$ cat src/rtl/dmem_arbiter.sv
// ----------------------------------------------------------------------------
// dmem_arbiter
//
// Shares a single-port data memory (combinational read, synchronous write)
// between two masters:
//   port 0 : the core's load/store path (stalled while it waits)
//   port 1 : a secondary master (loader / DMA / debug)
//
// Arbitration is round-robin with a bounded burst: an owner may take at most
// MAX_BURST consecutive acks while the other port is requesting. With the
// other port idle, the owner streams indefinitely. A request raised while the
// arbiter is idle is acked on the following cycle. After that, an owner that
// keeps its request high is acked every cycle.
//
// Ports
//   clk_i        system clock, all state on the rising edge
//   rst_i        asynchronous, active-high reset
//   m0_req_i     core request (held with we/addr/wdata until acked)
//   m0_we_i      1 = write, 0 = read
//   m0_addr_i    byte address
//   m0_wdata_i   write data
//   m0_ack_o     access performed this cycle; rdata valid this cycle
//   m0_rdata_o   read data (always mem_rd_i)
//   m1_*         same set for the secondary master
//   cpu_stall_o  core is requesting but not acked this cycle
//   owner_o      00 idle, 01 port 0, 10 port 1 (registered state)
//   mem_we_o     data memory write enable
//   mem_a_o      data memory address
//   mem_wd_o     data memory write data
//   mem_rd_i     data memory combinational read data
// ----------------------------------------------------------------------------
module dmem_arbiter #(
    parameter int unsigned AW        = 32,
    parameter int unsigned DW        = 32,
    parameter int unsigned MAX_BURST = 4
) (
    input  logic          clk_i,
    input  logic          rst_i,

    input  logic          m0_req_i,
    input  logic          m0_we_i,
    input  logic [AW-1:0] m0_addr_i,
    input  logic [DW-1:0] m0_wdata_i,
    output logic          m0_ack_o,
    output logic [DW-1:0] m0_rdata_o,

    input  logic          m1_req_i,
    input  logic          m1_we_i,
    input  logic [AW-1:0] m1_addr_i,
    input  logic [DW-1:0] m1_wdata_i,
    output logic          m1_ack_o,
    output logic [DW-1:0] m1_rdata_o,

    output logic          cpu_stall_o,
    output logic [1:0]    owner_o,

    output logic          mem_we_o,
    output logic [AW-1:0] mem_a_o,
    output logic [DW-1:0] mem_wd_o,
    input  logic [DW-1:0] mem_rd_i
);

    // A one-deep burst still needs a 1-bit counter to keep the logic legal.
    localparam int unsigned    CntW   = (MAX_BURST > 1) ? $clog2(MAX_BURST) : 1;
    localparam logic [CntW-1:0] CntMax = CntW'(MAX_BURST - 1);

    // Encoding matches the owner_o code so the state drives it directly.
    typedef enum logic [1:0] {
        StIdle = 2'b00,
        StOwn0 = 2'b01,
        StOwn1 = 2'b10
    } state_e;

    state_e          state_q, state_d;
    logic            last_q,  last_d;   // 1: port 1 was served most recently
    logic [CntW-1:0] cnt_q,   cnt_d;    // acks in the current tenure, saturating

    // Requests seen from the point of view of the current owner.
    logic   req_cur;
    logic   req_oth;
    state_e st_oth;

    always_comb begin
        req_cur = 1'b0;
        req_oth = 1'b0;
        st_oth  = StIdle;
        unique case (state_q)
            StOwn0: begin
                req_cur = m0_req_i;
                req_oth = m1_req_i;
                st_oth  = StOwn1;
            end
            StOwn1: begin
                req_cur = m1_req_i;
                req_oth = m0_req_i;
                st_oth  = StOwn0;
            end
            default: ;
        endcase
    end

    // ------------------------------------------------------------------------
    // Next-state logic
    // ------------------------------------------------------------------------
    always_comb begin
        state_d = state_q;
        last_d  = last_q;
        cnt_d   = cnt_q;

        unique case (state_q)
            StIdle: begin
                cnt_d = '0;
                if (m0_req_i && m1_req_i) begin
                    // Tie goes to the port that was not served last.
                    state_d = last_q ? StOwn0 : StOwn1;
                end else if (m0_req_i) begin
                    state_d = StOwn0;
                end else if (m1_req_i) begin
                    state_d = StOwn1;
                end
            end

            StOwn0, StOwn1: begin
                // Track the owner every cycle so IDLE remembers who went last.
                last_d = (state_q == StOwn1);
                if (!req_cur) begin
                    state_d = req_oth ? st_oth : StIdle;
                    cnt_d   = '0;
                end else if (req_oth && (cnt_q == CntMax)) begin
                    // This cycle's ack is the last of the burst.
                    state_d = st_oth;
                    cnt_d   = '0;
                end else if (cnt_q != CntMax) begin
                    cnt_d = cnt_q + 1'b1;
                end
            end

            default: begin
                state_d = StIdle;
                cnt_d   = '0;
            end
        endcase
    end

    // ------------------------------------------------------------------------
    // State registers
    // ------------------------------------------------------------------------
    always_ff @(posedge clk_i or posedge rst_i) begin
        if (rst_i) begin
            state_q <= StIdle;
            last_q  <= 1'b1;   // port 0 wins the first tie
            cnt_q   <= '0;
        end else begin
            state_q <= state_d;
            last_q  <= last_d;
            cnt_q   <= cnt_d;
        end
    end

    // ------------------------------------------------------------------------
    // Datapath: purely a function of the registered owner, so an asynchronous
    // reset drops acks and the write enable without waiting for a clock.
    // ------------------------------------------------------------------------
    always_comb begin
        m0_ack_o = 1'b0;
        m1_ack_o = 1'b0;
        mem_we_o = 1'b0;
        mem_a_o  = '0;
        mem_wd_o = '0;

        unique case (state_q)
            StOwn0: begin
                m0_ack_o = m0_req_i;
                mem_we_o = m0_req_i & m0_we_i;
                mem_a_o  = m0_addr_i;
                mem_wd_o = m0_wdata_i;
            end
            StOwn1: begin
                m1_ack_o = m1_req_i;
                mem_we_o = m1_req_i & m1_we_i;
                mem_a_o  = m1_addr_i;
                mem_wd_o = m1_wdata_i;
            end
            default: ;
        endcase
    end

    assign m0_rdata_o  = mem_rd_i;
    assign m1_rdata_o  = mem_rd_i;
    assign cpu_stall_o = m0_req_i & ~m0_ack_o;
    assign owner_o     = state_q;

endmodule
$ cat config.mk
export PLATFORM = sky130hd
export DESIGN_NAME = dmem_arbiter
export DESIGN_NICKNAME = d
export VERILOG_FILES = /design/src/rtl/dmem_arbiter.sv
export SDC_FILE = /design/constraint.sdc
export NUM_CORES = 1
export LEC_CHECK = 0
export CORE_AREA = 2 2 117 119
export DETAILED_ROUTE_END_ITERATION = 10
export DIE_AREA = 0 0 119 121
export GPL_TIMING_DRIVEN = 0
export SYNTH_ARGS = -nofsm -noshare
export SYNTH_HDL_FRONTEND = slang
export SYNTH_SLANG_ARGS = --single-unit
$ cat constraint.sdc
create_clock -name clk_i -period 3.15 [get_ports clk_i]
set_input_delay 0.63 -clock clk_i [delete_from_list [all_inputs] [get_ports clk_i]]
set_output_delay 0.63 -clock clk_i [all_outputs]
set_load 0.02 [all_outputs]
After elaboration in Yosys (flattened, before gate mapping). Cells that the tools add are included.

Reduce and logical (&&, ||, !) cells: 5. Muxes and demuxes: 20. $add $sub $neg: 1. Bitwise logic cells: 4. Equality and inequality tests: 7.

Operators by type and width (number): 32-bit case mux with 2 select lines (2); 2-bit 2-to-1 mux (11); 4-bit inequality test, second input constant (2); 2-bit case mux with 2 select lines (2); 1-bit case mux with 2 select lines (3); 2-bit equality test, second input constant (2); 1-bit bitwise AND (3); 3-bit inequality test, second input constant (1); 2-bit by 1-bit adder with 2-bit output, second input constant (1); 2-bit by 1-bit equality test with 1-bit output, second input constant (1); 1-bit logical AND (2); 2-bit logical NOT (1); 1-bit 2-to-1 mux (2); 2-bit inequality test, second input constant (1); 2-bit AND reduction (1); 2-bit OR reduction (1); 1-bit NOT (1).

Output and inout bits: 134. Flip-flop bits (word level): 5. Word-level logic and storage cells: 40.

Longest topological paths before layout. Gate-level depths: netlist of run 1.

Depth in word-level cells: 6. Gate-level depth with buffers: 6.

Worst setup path after synthesis of run 1. Ideal clock, no wire load.

Path kind: reg-to-output. Start point: register state_q[0], in the netlist owner_o[0]. End point: output mem_a_o[10]. Cell stages (with the launch flop): 7. Arrival time: 1.775 ns. Data required time: 2.520 ns. Path slack: 0.745 ns. Path buffers: 2. Cells stage by stage: dfrtp_1 > inv_1 > ha_1 > and2_1 > buf_4 > buf_2 > a22o_1.

Longest elaborated chain between the ends: 2.

RTL lines: start: declaration (line 74) `state_e state_q, state_d;`; start signal: assignment (line 150) `state_q <= StIdle;`; start signal: assignment (line 154) `state_q <= state_d;`; 2-bit equality test or 2-bit by 1-bit equality test with 1-bit output (tied branches) (line 171) `unique case (state_q)`; 32-bit case mux with 2 select lines * (line 171); end: declaration (line 58) `output logic [AW-1:0] mem_a_o,`.

Mark *: on every way between the ends. The rest lies on a longest branch, timed or not.

Final worst setup path of run 1.
Start point: input m0_req_i. End point: output mem_we_o.

Longest elaborated chain between the ends: 2.

RTL lines: start: declaration (line 40) `input logic m0_req_i,`; 1-bit bitwise AND (line 174) `mem_we_o = m0_req_i & m0_we_i;`; 1-bit case mux with 2 select lines (line 171); end: declaration (line 57) `output logic mem_we_o,`.

Every way passes these cells.

==> key figures, run 1 <==
Logic synthesis
  – Sequential-to-total area share from yosys stat: 8.054%
  – Post-Synth XOR/XNOR Area: 0.5582%
  – Mapped Cells: 185
  – Compound-Gate Fraction of Synth Area: 42.11%
  – Adder-cell share of the synthesized area: 3.987%
  – Synth Register Bits: 5
  – Mapped cell area: 0.001569 mm2
  – Net Count, Synth: 356
  – Mean area per synthesized cell: 8.481 um2
  – Synth unique cells: 27
  – Synth Area in Simple Gates: 6.061%
  – Yosys warns: 0
  – Mux contribution to synthesized area: 3.270%
  – Largest family of logic cells by synthesized area: compound AO/OA/AOI/OAI gates

Clock tree
  – Worst-Skew Late Latency: 0.23 ns
  – Root Buffer: clkbuf_16
  – Post-CTS Setup Bufs: 0
  – CTS tree: yes
  – Clock Sink Count: 5
  – Clock transition at the registers of the reported paths: 0.03 ns
  – TritonCTS buffer count: 3
  – Clock Tree Buf Depth: 2
  – H-tree depth: 1

Drt
  – Metal3 WL: 856 um
  – DRC errors left: 0
  – Met2 wire len: 5.092 mm
  – Final wirelength: 9.298 mm
  – WL met1: 3.280 mm
  – First-pass DRT Iterations: 4
  – Total number of vias: 2426
  – Antenna-violating nets left: 0
  – Routed len/inst: 14.71 um
  – Drt first-iter violations: 45
  – Uppermost layer routed: met4
  – Routed vias/inst: 3.839

Worst hold path
  – Hold path depth: 2
  – Hold Crit Start: cnt_q[1]$_DFFE_PP0P_
  – Hold crit path type: flop to flop
  – Worst-case hold path end point: cnt_q[1]$_DFFE_PP0P_

Critical path
  – CP startpoint: m0_req_i
  – CP max stage delay: 0.65 ns
  – Worst Setup Start Kind: input pin
  – CP dominant cell by count: clkdlybuf4s50_1
  – Worst R2R Setup Slack: 1.36 ns
  – CP cell instances: clkdlybuf4s50_1, and2_4, a22oi_1, nor2b_1, clkdlybuf4s50_1
  – Critical R2R Capture: owner_o[0]$_DFFE_PP0P_
  – Worst path depth: 5
  – Crit path max-delay family: buffers and inverters
  – WP data required: 2.52 ns
  – Crit Path Max Fanout: 9
  – Register-to-Register Path Depth: 6
  – Crit path kind: input pin to output pin
  – CP endpoint kind: output pin
  – Buf/Inv on CP: 2
  – R2R Path Start: owner_o[0]$_DFFE_PP0P_
  – CP max-delay cell: clkdlybuf4s50_1
  – Arr. time, crit path: 2.36 ns

STA
  – Final setup violation count: 0
  – Final Max Tran Viols: 0
  – Fin crit period: 2.991 ns
  – Slew headroom: 79.44%
  – Final hold viol count: 0
  – Hold_ws: 0.5501 ns
  – Worst Setup Slack, final: 0.1589 ns
  – RSZ-0062 raised after global routing: false
  – Period utilization: 94.95%
  – Worst Skew: 0.0008671 ns
  – Fmax: 334.3 MHz
  – Worst-margin pin slew: 0.3074 ns

Cells and area
  – Final net count: 628
  – Fin area: 0.004574 mm2
  – Final std cells w/o fill: 632
  – Area grow syn2layout: 191.5%
  – Share of cells above drive strength 1: 20.18%
  – Number of diodes: 0

Global route
  – Initial antenna violation count: 0
  – Largest net degree at the start of global routing: 11
  – Vias in the first global route: 2414
  – GRT overflow: 0
  – GRT Util Overall: 11.21%
  – First-pass GRT wire length: 12.99 mm

Floorplanning
  – Die Ht: 121 um
  – Die width: 119 um
  – Core Area: 0.01309 mm2
  – Die ar.: 0.01440 mm2
  – Site Rows: 42
  – Io pins: 300
  – Initial core utilization: 11.99%

Power
  – Switching fraction of total power: 45.16%
  – Clock power frac: 9.3%
  – Gate power share: 85.7%
  – Pwr/cell area: 500.3 mW/mm2
  – Sw Pwr: 1.034 mW
  – Static leakage: 2.417 nW
  – Pwr Total: 2.289 mW
  – Sequential fraction of design power: 4.9%
  – P_int: 1.255 mW
  – Maximum VDD drop: 0.0002919 V

Run status
  – Outcome: complete, no violations

Place
  – DP Worst Slack: -0.01395 ns
  – Placed cells: 628
  – DP HPWL: 7.936 mm
  – Placer Congestion: 0.7867
  – Placed cell areas: 0.004462 mm2
  – Port Buffers: 267

Run
  – Max-cap violations: 0
[worst max path at each step]
stage                   to  slack (ns)
6_report          mem_we_o        0.16
5_1_grt           mem_we_o        0.09
4_1_cts        mem_a_o[22]        0.01
3_5_place_dp    mem_a_o[8]       -0.01
3_3_place_gp    mem_a_o[8]        0.02
2_1_floorplan  mem_a_o[10]        0.74
[cells in the mapped netlist]
cell type	count	area share, %
nor2b_1	3	1.2
mux2_4	2	1.9
inv_1	3	0.72
buf_2	13	4.1
buf_4	65	31
mux2_1	1	0.72
a21oi_1	3	0.96
dfstp_2	1	1.7
a22o_4	1	1.1
dfrtp_1	4	6.4
a22oi_1	1	0.48
and2_1	2	0.80
nor3_1	1	0.32
and4bb_1	2	1.6
nand2b_1	1	0.40
a22o_1	64	36
and3_1	1	0.40
o21ai_0	3	0.96
o21ai_1	1	0.32
and2_4	2	1.1
xnor2_1	1	0.56
a22oi_4	1	1.4
nor2_1	1	0.24
a21bo_2	1	0.64
mux2i_1	1	0.64
o21a_2	1	0.56
ha_1	5	4.0
[cell families after synthesis]
family	Yosys count
AOI/OAI and AO/OA	76
and+or+nand+nor	13
adders and majority gates	5
xor gates and xnor gates	1
muxes	4
DFF	5
buffers and inverters	81
[placed cells by master (no fill, tap or decap), types with 2 or more instances in the layout]
master             n
dlymetal6s2s_1    21
clkbuf_16          3
ha_1               4
a22o_1            64
buf_2              4
mux2_4             2
nor2b_1            3
dfrtp_1            3
and2_1             2
dlygate4sd2_1     39
inv_1              3
and4bb_1           2
o21ai_0            3
buf_4             73
a21oi_1            3
and2_4             2
clkdlybuf4s50_1  207
[state kept, by name, summed over array words and instances, names as in the netlist]
register / count
cnt_q: 2
last_q: 1
owner_o: 2
[power by group through the flow]
stage / sequential, mW / combinational (mW) / clock (mW)
final: 0.113 / 1.96 / 0.214
after global placement: 0.111 / 2.07 / 0
after floorplan: 0.119 / 1.11 / 0
after global routing: 0.118 / 2.07 / 0.224
after detailed placement: 0.113 / 2.08 / 0
after CTS: 0.112 / 2.00 / 0.216
[per-layer routing]
| layer | up-vias | global-route usage, % |
|---|---|---|
| met2 | 137 | 22.81 |
| met3 | 7 | 3.102 |
| met1 | 1110 | 11.48 |
| met5 | - | 0 |
| met4 | 0 | 1.563 |
| li1 | 1172 | - |
[worst min-delay path, stage by stage (launching register included)]
cell and delay [ns]:
dfrtp_1 0.34, mux2i_1 0.07, nor2b_1 0.10
[final cells by class]
class,count,area [um2]
plain buffers,78,579.3
multi-input cells,99,880.8
clock buffers,4,78.83
flip-flops and latches,5,127.6
repair buffers,267,2676
inverters,3,11.26
well taps,176,220.2
fillers,1336,8511
[metrics by stage]
stage | setup TNS [ns] | utilization (%)
after floorplan | 0 | -
after global placement | 0 | 34.10
after detailed placement | -0.01662 | 34.10
after CTS | 0 | 34.55
after global routing | 0 | 34.96
final | 0 | 34.96
[repair_timing]
| action | in CTS | in global routing |
|---|---|---|
| pin swaps | 0 | 0 |
| setup endpoints to repair | 60 | 21 |
| resized for setup | 50 | 22 |
| hold buffers | 0 | 0 |
(Power assumes the default switching activity.)
==> run 2: changes to the inputs <==
--- a/config.mk
+++ b/config.mk
@@ -6,6 +6,7 @@
 export NUM_CORES = 1
 export LEC_CHECK = 0
 export CORE_AREA = 2 2 117 119
+export CTS_BUF_LIST = sky130_fd_sc_hd__clkbuf_2
 export DETAILED_ROUTE_END_ITERATION = 10
 export DIE_AREA = 0 0 119 121
 export GPL_TIMING_DRIVEN = 0
==> run 2 against run 1 <==
Final cell count unchanged. Routed wire length decreased by 0.75%. Sequential cell count unchanged. Non-clock buffer count unchanged. Clock power decreased by 69%. Via count grew 0.16%. Global-route usage about the same.
==> key figures, run 2 (same netlist as run 1, synthesis figures left out) <==
Run status
  – Outcome: complete, no violations (unchanged)

Drt
  – DRC errors left: 0 (unchanged)
  – Final wirelength: 9.228 mm (was 9.298 mm)
  – First-pass DRT Iterations: 4 (unchanged)
  – Drt first-iter violations: 38 (was 45)
  – Total number of vias: 2430 (was 2426)
  – Routed vias/inst: 3.845 (was 3.839)
  – Antenna-violating nets left: 0 (unchanged)
  – Routed len/inst: 14.60 um (was 14.71 um)

Clock tree
  – Worst-Skew Late Latency: 0.24 ns (was 0.23 ns)
  – CTS tree: yes (unchanged)
  – CTS Hold Bufs: 0 (unchanged)
  – H-tree depth: 1 (unchanged)
  – Root Buffer: clkbuf_2 (was clkbuf_16)
  – Clock Tree Buf Depth: 2 (unchanged)
  – TritonCTS buffer count: 3 (unchanged)
  – Clock transition at the registers of the reported paths: 0.07 ns (was 0.03 ns)
  – Clock Sink Count: 5 (unchanged)

Floorplanning
  – Die Ht: 121 um (unchanged)
  – Initial core utilization: 11.99% (unchanged)
  – Core Area: 0.01309 mm2 (unchanged)
  – Io pins: 300 (unchanged)
  – Die width: 119 um (unchanged)
  – Site Rows: 42 (unchanged)
  – Die ar.: 0.01440 mm2 (unchanged)

Critical path
  – Worst setup path end: mem_we_o (unchanged)
  – WP data required: 2.52 ns (about the same)
  – Critical R2R Capture: owner_o[0]$_DFFE_PP0P_ (unchanged)
  – CP startpoint: m0_req_i (unchanged)
  – R2R Path Start: owner_o[0]$_DFFE_PP0P_ (unchanged)
  – CP endpoint kind: output pin (unchanged)
  – Crit path kind: input pin to output pin (unchanged)
  – Register-to-Register Path Depth: 6 (unchanged)
  – Crit Path Max Fanout: 9 (unchanged)
  – Worst Setup Start Kind: input pin (unchanged)
  – Worst R2R Setup Slack: 1.39 ns (was 1.36 ns)
  – Arr. time, crit path: 2.35 ns (was 2.36 ns)

Worst hold path
  – Hold path depth: 2 (unchanged)
  – Hold Crit Start: cnt_q[1]$_DFFE_PP0P_ (unchanged)
  – Hold crit path type: flop to flop (unchanged)

STA
  – Period utilization: 94.57% (was 94.95%)
  – Final setup violation count: 0 (unchanged)
  – Fmax: 335.7 MHz (was 334.3 MHz)
  – RSZ-0062 raised after global routing: false (unchanged)
  – Final Max Tran Viols: 0 (unchanged)
  – Setup_tns: 0 ns (unchanged)
  – Worst Setup Slack, final: 0.1711 ns (was 0.1589 ns)
  – Fin crit period: 2.979 ns (was 2.991 ns)
  – Worst Skew: 0.009773 ns (was 0.0008671 ns)
  – Slew headroom: 79.89% (was 79.44%)
  – Worst-margin pin slew: 0.3007 ns (was 0.3074 ns)
  – Final hold viol count: 0 (unchanged)

Power
  – Clock power frac: 3.1% (was 9.3%)
  – Switching fraction of total power: 47.55% (was 45.16%)
  – Sequential fraction of design power: 5.3% (was 4.9%)
  – Pwr Total: 2.131 mW (was 2.289 mW)
  – Maximum VDD drop: 0.0002595 V (was 0.0002919 V)
  – Gate power share: 91.7% (was 85.7%)
  – Sw Pwr: 1.013 mW (was 1.034 mW)
  – P_int: 1.118 mW (was 1.255 mW)
  – Static leakage: 2.383 nW (was 2.417 nW)
  – Pwr/cell area: 472.3 mW/mm2 (was 500.3 mW/mm2)

Cells and area
  – Fill cell count: 1344 (was 1336)
  – Number of diodes: 0 (unchanged)
  – Most frequent cells in the layout: clkdlybuf4s50_1 (207), buf_4 (73), a22o_1 (64) (unchanged)
  – Area grow syn2layout: 187.6% (was 191.5%)
  – Final net count: 628 (unchanged)
  – Fin area: 0.004512 mm2 (was 0.004574 mm2)
  – Most common cell after layout, fill and taps aside: clkdlybuf4s50_1 (unchanged)
  – Layout Utilization: 34.48% (was 34.96%)
  – Multi-input gate area: 880.8 um2 (unchanged)
  – Storage cell area: 127.6 um2 (unchanged)
  – Share of cells above drive strength 1: 20.39% (was 20.18%)

Global route
  – Met2 usage: 22.67% (was 22.81%)
  – GRT overflow: 0 (unchanged)
  – Global route hottest layer: met2 (unchanged)
  – Vias in the first global route: 2410 (was 2414)
  – GR Layer Usage met1: 11.46% (was 11.48%)
  – Largest net degree at the start of global routing: 11 (unchanged)
  – GR Util met3: 3.102% (unchanged)
  – GRT Util Overall: 11.19% (was 11.21%)
  – First-pass GRT wire length: 12.97 mm (was 12.99 mm)
  – Initial antenna violation count: 0 (unchanged)

Place
  – DP Worst Slack: -0.01395 ns (unchanged)
  – Placed cell areas: 0.004462 mm2 (unchanged)
  – DP HPWL: 7.936 mm (unchanged)
  – Port Buffers: 267 (unchanged)
  – Placer Congestion: 0.7867 (unchanged)

Run
  – Max-cap violations: 0 (unchanged)
-- run 2: layout make-up --
class / count / area share, %
well taps: 176 / 4.881
repair buffers: 267 / 59.23
clock buffers: 4 / 0.4437
multi-input cells: 99 / 19.52
flip-flops and latches: 5 / 2.829
inverters: 3 / 0.2496
plain buffers: 78 / 12.84
-- run 2: layer usage --
layer / wire, um / vias up
li1: - / 1174
met1: 3224 / 1108
met2: 5061 / 139
met3: 865 / 9
met4: 76 / 0
met5: 0 / -
-- run 2: through the flow --
stage                     cells  hold slack, ns
after detailed placement    628          0.5420
after floorplan             185          0.4078
final                       632          0.5564
after CTS                   632          0.5618
after global routing        632          0.6045
after global placement      628          0.5355
-- run 2: critical path: stages --
cell	delay (ns)
clkdlybuf4s50_1	0.64
and2_4	0.22
a22oi_1	0.09
nor2b_1	0.13
clkdlybuf4s50_1	0.63
-- run 2: worst min path at each step --
stage                      endpoint
6_report       cnt_q[1]$_DFFE_PP0P_
5_1_grt        cnt_q[1]$_DFFE_PP0P_
4_1_cts        cnt_q[1]$_DFFE_PP0P_
3_5_place_dp   cnt_q[1]$_DFFE_PP0P_
3_3_place_gp   cnt_q[1]$_DFFE_PP0P_
2_1_floorplan  cnt_q[0]$_DFFE_PP0P_
-- run 2: what timing repair did --
item                       in CTS  in global routing
gates resized for setup        51                 21
buffers inserted                0                  0
setup endpoints to repair      60                 20
-- run 2: power groups by stage --
stage                     combinational (mW)  clock [mW]  sequential [mW]
after global placement                  2.07           0            0.111
final                                   1.95      0.0653            0.112
after detailed placement                2.08           0            0.113
after global routing                    2.07      0.0762            0.117
after floorplan                         1.11           0            0.119
after CTS                               1.99      0.0669            0.111
==> RTL change 1: new RTL, config.mk and constraints of run 1 <==
The parameter `DW` goes from 32 to 16.
--- a/src/rtl/dmem_arbiter.sv
+++ b/src/rtl/dmem_arbiter.sv
@@ -31,7 +31,7 @@
 // ----------------------------------------------------------------------------
 module dmem_arbiter #(
     parameter int unsigned AW        = 32,
-    parameter int unsigned DW        = 32,
+    parameter int unsigned DW        = 16,
     parameter int unsigned MAX_BURST = 4
 ) (
     input  logic          clk_i,
Ports: changed (6 resized); port bits go from 300 to 204. No check against the original RTL was run, so the function may have changed too.
==> RTL change 1 against run 1 <==
Utilization shrank 9.1 points; power fell by 20%; worst setup slack worse by 0.022 ns; die area is the same; cell area down 26%; routed wire length decreased by 37%; area after synthesis fell by 24%; sequential cell count is the same; fmax decreased by 0.73%; critical path type is now reg -> out; critical endpoint is now mem_a_o[3].
==> RTL change 1: results (changes against run 1) <==
stage	metric	value	unit	change
status	status	completed		unchanged
power	leakage	1.76	nW	was 2.42 nW
finish	diodes	0		unchanged
clocking	clk_path_buf_depth	2		unchanged
timing	fin_skew	0.000797	ns	was 0.000867 ns
synthesis	ys_top_cells_by_area	a22o_1, buf_4, dfrtp_1		unchanged
critical_path	cp.arrival	2.38	ns	was 2.36 ns
synthesis	ys_seq_area_frac	0.107		was 0.0805
routing	drt-vias-per-instance	3.58		was 3.84
synthesis	synthArstFlopShare	1.00		unchanged
clocking	postCtsSetupRepairBufs	0		unchanged
synthesis	synth_compound_area_frac	0.438		was 0.421
worst_hold_path	holdCritPathClass	reg -> reg		unchanged
clocking	cts_htree_levels	1		unchanged
clocking	worstSkewPairLatency	0.23	ns	about the same
run	maxCapViolations	0		unchanged
clocking	clk_pin_slew	0.03	ns	about the same
grt	grt_antenna_before_repair	0		unchanged
synthesis	ys_warn_count	0		unchanged
routing	firstDrtPassIters	3		was 4
grt	grt.total_usage	0.0718		was 0.112
synthesis	synth_common_cells	a22o_1, buf_4, buf_2, ha_1, dfrtp_1		was buf_4, a22o_1, buf_2, ha_1, dfrtp_1
place	gp_congestion	0.685		was 0.787
clocking	root_buffer	clkbuf_16		unchanged
synthesis	synth_xor_xnor_area_share	0.00738		was 0.00558
routing	routedWlPerCell	11.7	um	was 14.7 um
place	place.port_buffers	187		was 267
place	dp_hpwl	5120	um	was 7940 um
clocking	numCtsBuffers	3		unchanged
critical_path	cp_max_fo	10		was 9
synthesis	synth_adder_area_share	0.0527		was 0.0399
synthesis	synth_cell_types	30		was 27
grt	grt_pass1_wl	8470	um	was 13000 um
grt	grt_max_degree	11		unchanged
grt	grt_pass1_vias	1802		was 2414
timing	tightest_slew	0.281	ns	was 0.307 ns
synthesis	synth_mux_area_frac	0.0432		was 0.0327
power	vdd_drop_max	0.000276	V	was 0.000292 V
routing	drt_iter0_markers	9		was 45
finish	drive_above_1_share	0.178		was 0.202
synthesis	ys.flop_type	dfrtp_1		unchanged
synthesis	syn_nets	257		was 356
finish	nets	449		was 628
place	pre_cts_ws	-0.0164	ns	was -0.0140 ns
RTL change 1: kinds of logic after synthesis:
logic type / Yosys count
AOI/OAI and AO/OA: 60
xor gates and xnor gates: 1
adders and majority gates: 5
buffers and inverters: 46
DFF: 5
muxes: 4
and+or+nand+nor: 13
RTL change 1: layout make-up:
cell class / instances / area (um2)
clock buffers: 4 / 78.8
inverters: 3 / 11.3
well taps: 176 / 220
plain buffers: 43 / 327
repair buffers: 187 / 1890
fillers: 1401 / 9700
flip-flops and latches: 5 / 126
multi-input cells: 83 / 738
RTL change 1: metal layers:
| metal | share of wire | global-route usage |
|---|---|---|
| met1 | 0.34 | 0.0690 |
| met2 | 0.53 | 0.141 |
| met3 | 0.11 | 0.0221 |
| met4 | 0.022 | 0.0298 |
| met5 | 0 | 0 |
RTL change 1: path summary, 6_finish.rpt:
kind / start / to / slack [ns] / depth (start not counted)
max in group asynchronous: rst_i / last_q$_DFFE_PP1P_ / 2.32 / 2
worst max register to register: owner_o[0]$_DFFE_PP0P_ / owner_o[0]$_DFFE_PP0P_ / 1.37 / 7
worst max-delay path: owner_o[0]$_DFFE_PP0P_ / mem_a_o[3] / 0.14 / 7
worst min register to register: cnt_q[1]$_DFFE_PP0P_ / cnt_q[1]$_DFFE_PP0P_ / 0.55 / 2
min in group asynchronous: rst_i / owner_o[0]$_DFFE_PP0P_ / 0.59 / 2
worst min-delay path: cnt_q[1]$_DFFE_PP0P_ / cnt_q[1]$_DFFE_PP0P_ / 0.55 / 2
RTL change 1: timing repair:
item,4_1_cts,5_1_grt
endpoints found under the hold margin,0,0
endpoints found under the setup margin,40,17
cloned,0,0
pin swaps,0,0
resized for setup,30,20
RTL change 1: metrics by stage:
stage	cells	hold WS, ns	instance area, um2	util
3_3_place_gp	497	0.545	3280	0.251
2_1_floorplan	134	0.408	1190	-
6_report	501	0.555	3390	0.259
5_1_grt	501	0.602	3390	0.259
4_1_cts	501	0.564	3340	0.255
3_5_place_dp	497	0.554	3280	0.251
RTL change 1: worst max-delay path: stages (launching register included):
cell	delay (ns)
dfrtp_1	0.40
inv_1	0.09
ha_2	0.41
and2_1	0.14
buf_2	0.18
buf_6	0.17
a22o_1	0.16
clkdlybuf4s50_1	0.61
RTL change 1: report_power, final:
group / switching, mW / internal [mW] / leakage, nW
clock: 0.0428 / 0.168 / 0.0382
sequential: 0.0194 / 0.0903 / 0.0636
combinational: 0.731 / 0.786 / 1.66
==> RTL change 2: new RTL, config.mk and constraints of run 1 <==
Without the edit above. Make the reset (`rst_i`) synchronous in one clocked block. Comments in the files are not updated.
--- a/src/rtl/dmem_arbiter.sv
+++ b/src/rtl/dmem_arbiter.sv
@@ -145,7 +145,7 @@
     // ------------------------------------------------------------------------
     // State registers
     // ------------------------------------------------------------------------
-    always_ff @(posedge clk_i or posedge rst_i) begin
+    always_ff @(posedge clk_i) begin
         if (rst_i) begin
             state_q <= StIdle;
             last_q  <= 1'b1;   // port 0 wins the first tie
Behaviour: differs if rst_i is asserted again (counterexample within 4 cycles, from zero or initial values and one cycle with rst_i high); with rst_i held inactive, the same outputs for 10 cycles.
==> RTL change 2 against run 1 <==
Non-clock buffer count did not move; critical path type is now reg -> out; sequential cell count did not move; fmax rose by 3.5%; routed wire length fell by 2.5%; sequential share of layout area fell by 0.61 points; clock skew barely moved; synthesized cell count rose by 0.54%; cell area rose by 0.30%; area after synthesis fell by 6.7%; worst setup slack improved by 0.10 ns; via count rose by 0.66%.
Power is not compared: it rests on default switching activity, and its combinational part moved more than twofold at a synthesized area within 25%.
==> RTL change 2: results (changes against run 1) <==
stage	metric	value	unit	change
status	status	completed		unchanged
routing	routed.top_layer	met4		unchanged
grt	grt.total_usage	0.111		was 0.112
clocking	clk_path_buf_depth	2		unchanged
critical_path	cp.arrival	2.26	ns	was 2.36 ns
synthesis	syn_nets	357		was 356
clocking	worstSkewPairLatency	0.22	ns	
clocking	cts_htree_levels	1		unchanged
synthesis	ys_seq_area_frac	0.0684		was 0.0805
clocking	root_buffer	clkbuf_16		unchanged
place	dp_hpwl	8020	um	was 7940 um
grt	grt_pass1_vias	2429		was 2414
place	gp_congestion	0.914		was 0.787
synthesis	ys_warn_count	0		unchanged
clocking	cts_hold_buffers	0		unchanged
clocking	numCtsBuffers	3		unchanged
grt	grt_max_degree	11		unchanged
grt	use_met2	0.218		was 0.228
place	dp.cells	629		was 628
finish	layout.cells.non_filler	633		was 632
finish	mostFrequentLayoutCell	clkdlybuf4s50_1		unchanged
grt	grt_pass1_wl	12600	um	was 13000 um
grt	grt_antenna_before_repair	0		unchanged
routing	firstDrtPassIters	4		unchanged
place	pre_cts_ws	-0.388	ns	was -0.0140 ns
power	leakage	2.69	nW	
routing	drt-met1-wl	2890	um	was 3280 um
place	place.port_buffers	267		unchanged
finish	diodes	0		unchanged
timing	fin_skew	0.000869	ns	was 0.000867 ns
finish	drive_above_1_share	0.177		was 0.202
worst_hold_path	holdCritPathClass	reg -> reg		unchanged
synthesis	ys_top_cells_by_area	a22o_1, buf_4, dfxtp_1		was a22o_1, buf_4, dfrtp_1
timing	finalSetupTns	0	ns	unchanged
synthesis	synth_area_per_cell	7.87	um2	was 8.48 um2
power	vdd_drop_max	0.000144	V	
synthesis	synth_common_cells	a22o_1, buf_4, buf_1, nor2_1		was buf_4, a22o_1, buf_2, ha_1, dfrtp_1
critical_path	cp_max_fo	10		was 9
synthesis	synthArstFlopShare	0		was 1.00
synthesis	ys.flop_type	dfxtp_1		was dfrtp_1
routing	drt-vias-per-instance	3.86		was 3.84
place	postPlaceCellArea	4360	um2	was 4460 um2
timing	tightest_slew	0.418	ns	was 0.307 ns
routing	routed-wl-met2	4860	um	was 5090 um
grt	met1_usage	0.106		was 0.115
grt	met3_usage	0.0526		was 0.0310
clocking	clk_pin_slew	0.03	ns	about the same
routing	routedWlPerCell	14.3	um	was 14.7 um
synthesis	synth_cell_types	26		was 27
synthesis	netlist.area_leader.share	0.383		was 0.357
routing	drt_iter0_markers	46		was 45
routing	route.met3.wl	1260	um	was 856 um
[RTL change 2: repair_timing]
action | CTS | global route
endpoints found under the setup margin | 64 | 46
resized for setup | 34 | 53
cloned | 0 | 0
pin swaps | 0 | 0
buffers inserted | 0 | 0
[RTL change 2: logic make-up (layout without fill, tap and decap cells)]
kind of cell / count (synthesis) / after routing / synth area share
adders and majority gates: 5 / 5 / 0.0427
and+or+nand+nor: 16 / 16 / 0.0624
xor gates and xnor gates: 1 / 1 / 0.00598
DFF: 5 / 5 / 0.0684
buffers and inverters: 81 / 352 / 0.372
muxes: 1 / 1 / 0.00684
AOI/OAI and AO/OA: 77 / 77 / 0.442
[RTL change 2: critical path: stages, from the launching register on]
cell and delay [ns]:
dfxtp_1 0.38, inv_1 0.10, ha_1 0.37, and2_1 0.21, clkbuf_8 0.19, a22o_1 0.24
clkdlybuf4s50_1 0.54
[RTL change 2: final timing paths]
check	startpoint	to	slack (ns)	depth (start not counted)
min	last_q$_SDFFE_PP1P_	last_q$_SDFFE_PP1P_	0.47	1
min reg2reg	last_q$_SDFFE_PP1P_	last_q$_SDFFE_PP1P_	0.47	1
max reg2reg	owner_o[0]$_SDFFE_PP0P_	owner_o[0]$_SDFFE_PP0P_	1.11	6
max	owner_o[0]$_SDFFE_PP0P_	mem_a_o[2]	0.26	6
[RTL change 2: cell type report]
cell class              count  area [um2]
plain buffers              78         588
clock buffers               4        78.8
fillers                  1330        8500
inverters                   3        11.3
multi-input cells         100         820
flip-flops and latches      5         100
well taps                 176         220
repair buffers            267        2770
[RTL change 2: where the power goes]
| part | leakage, nW | switching, mW | internal [mW] |
|---|---|---|---|
| sequential | 0.0409 | 0.00904 | 0.0748 |
| combinational | 2.61 | 0.426 | 0.536 |
| clock | 0.0382 | 0.0384 | 0.167 |
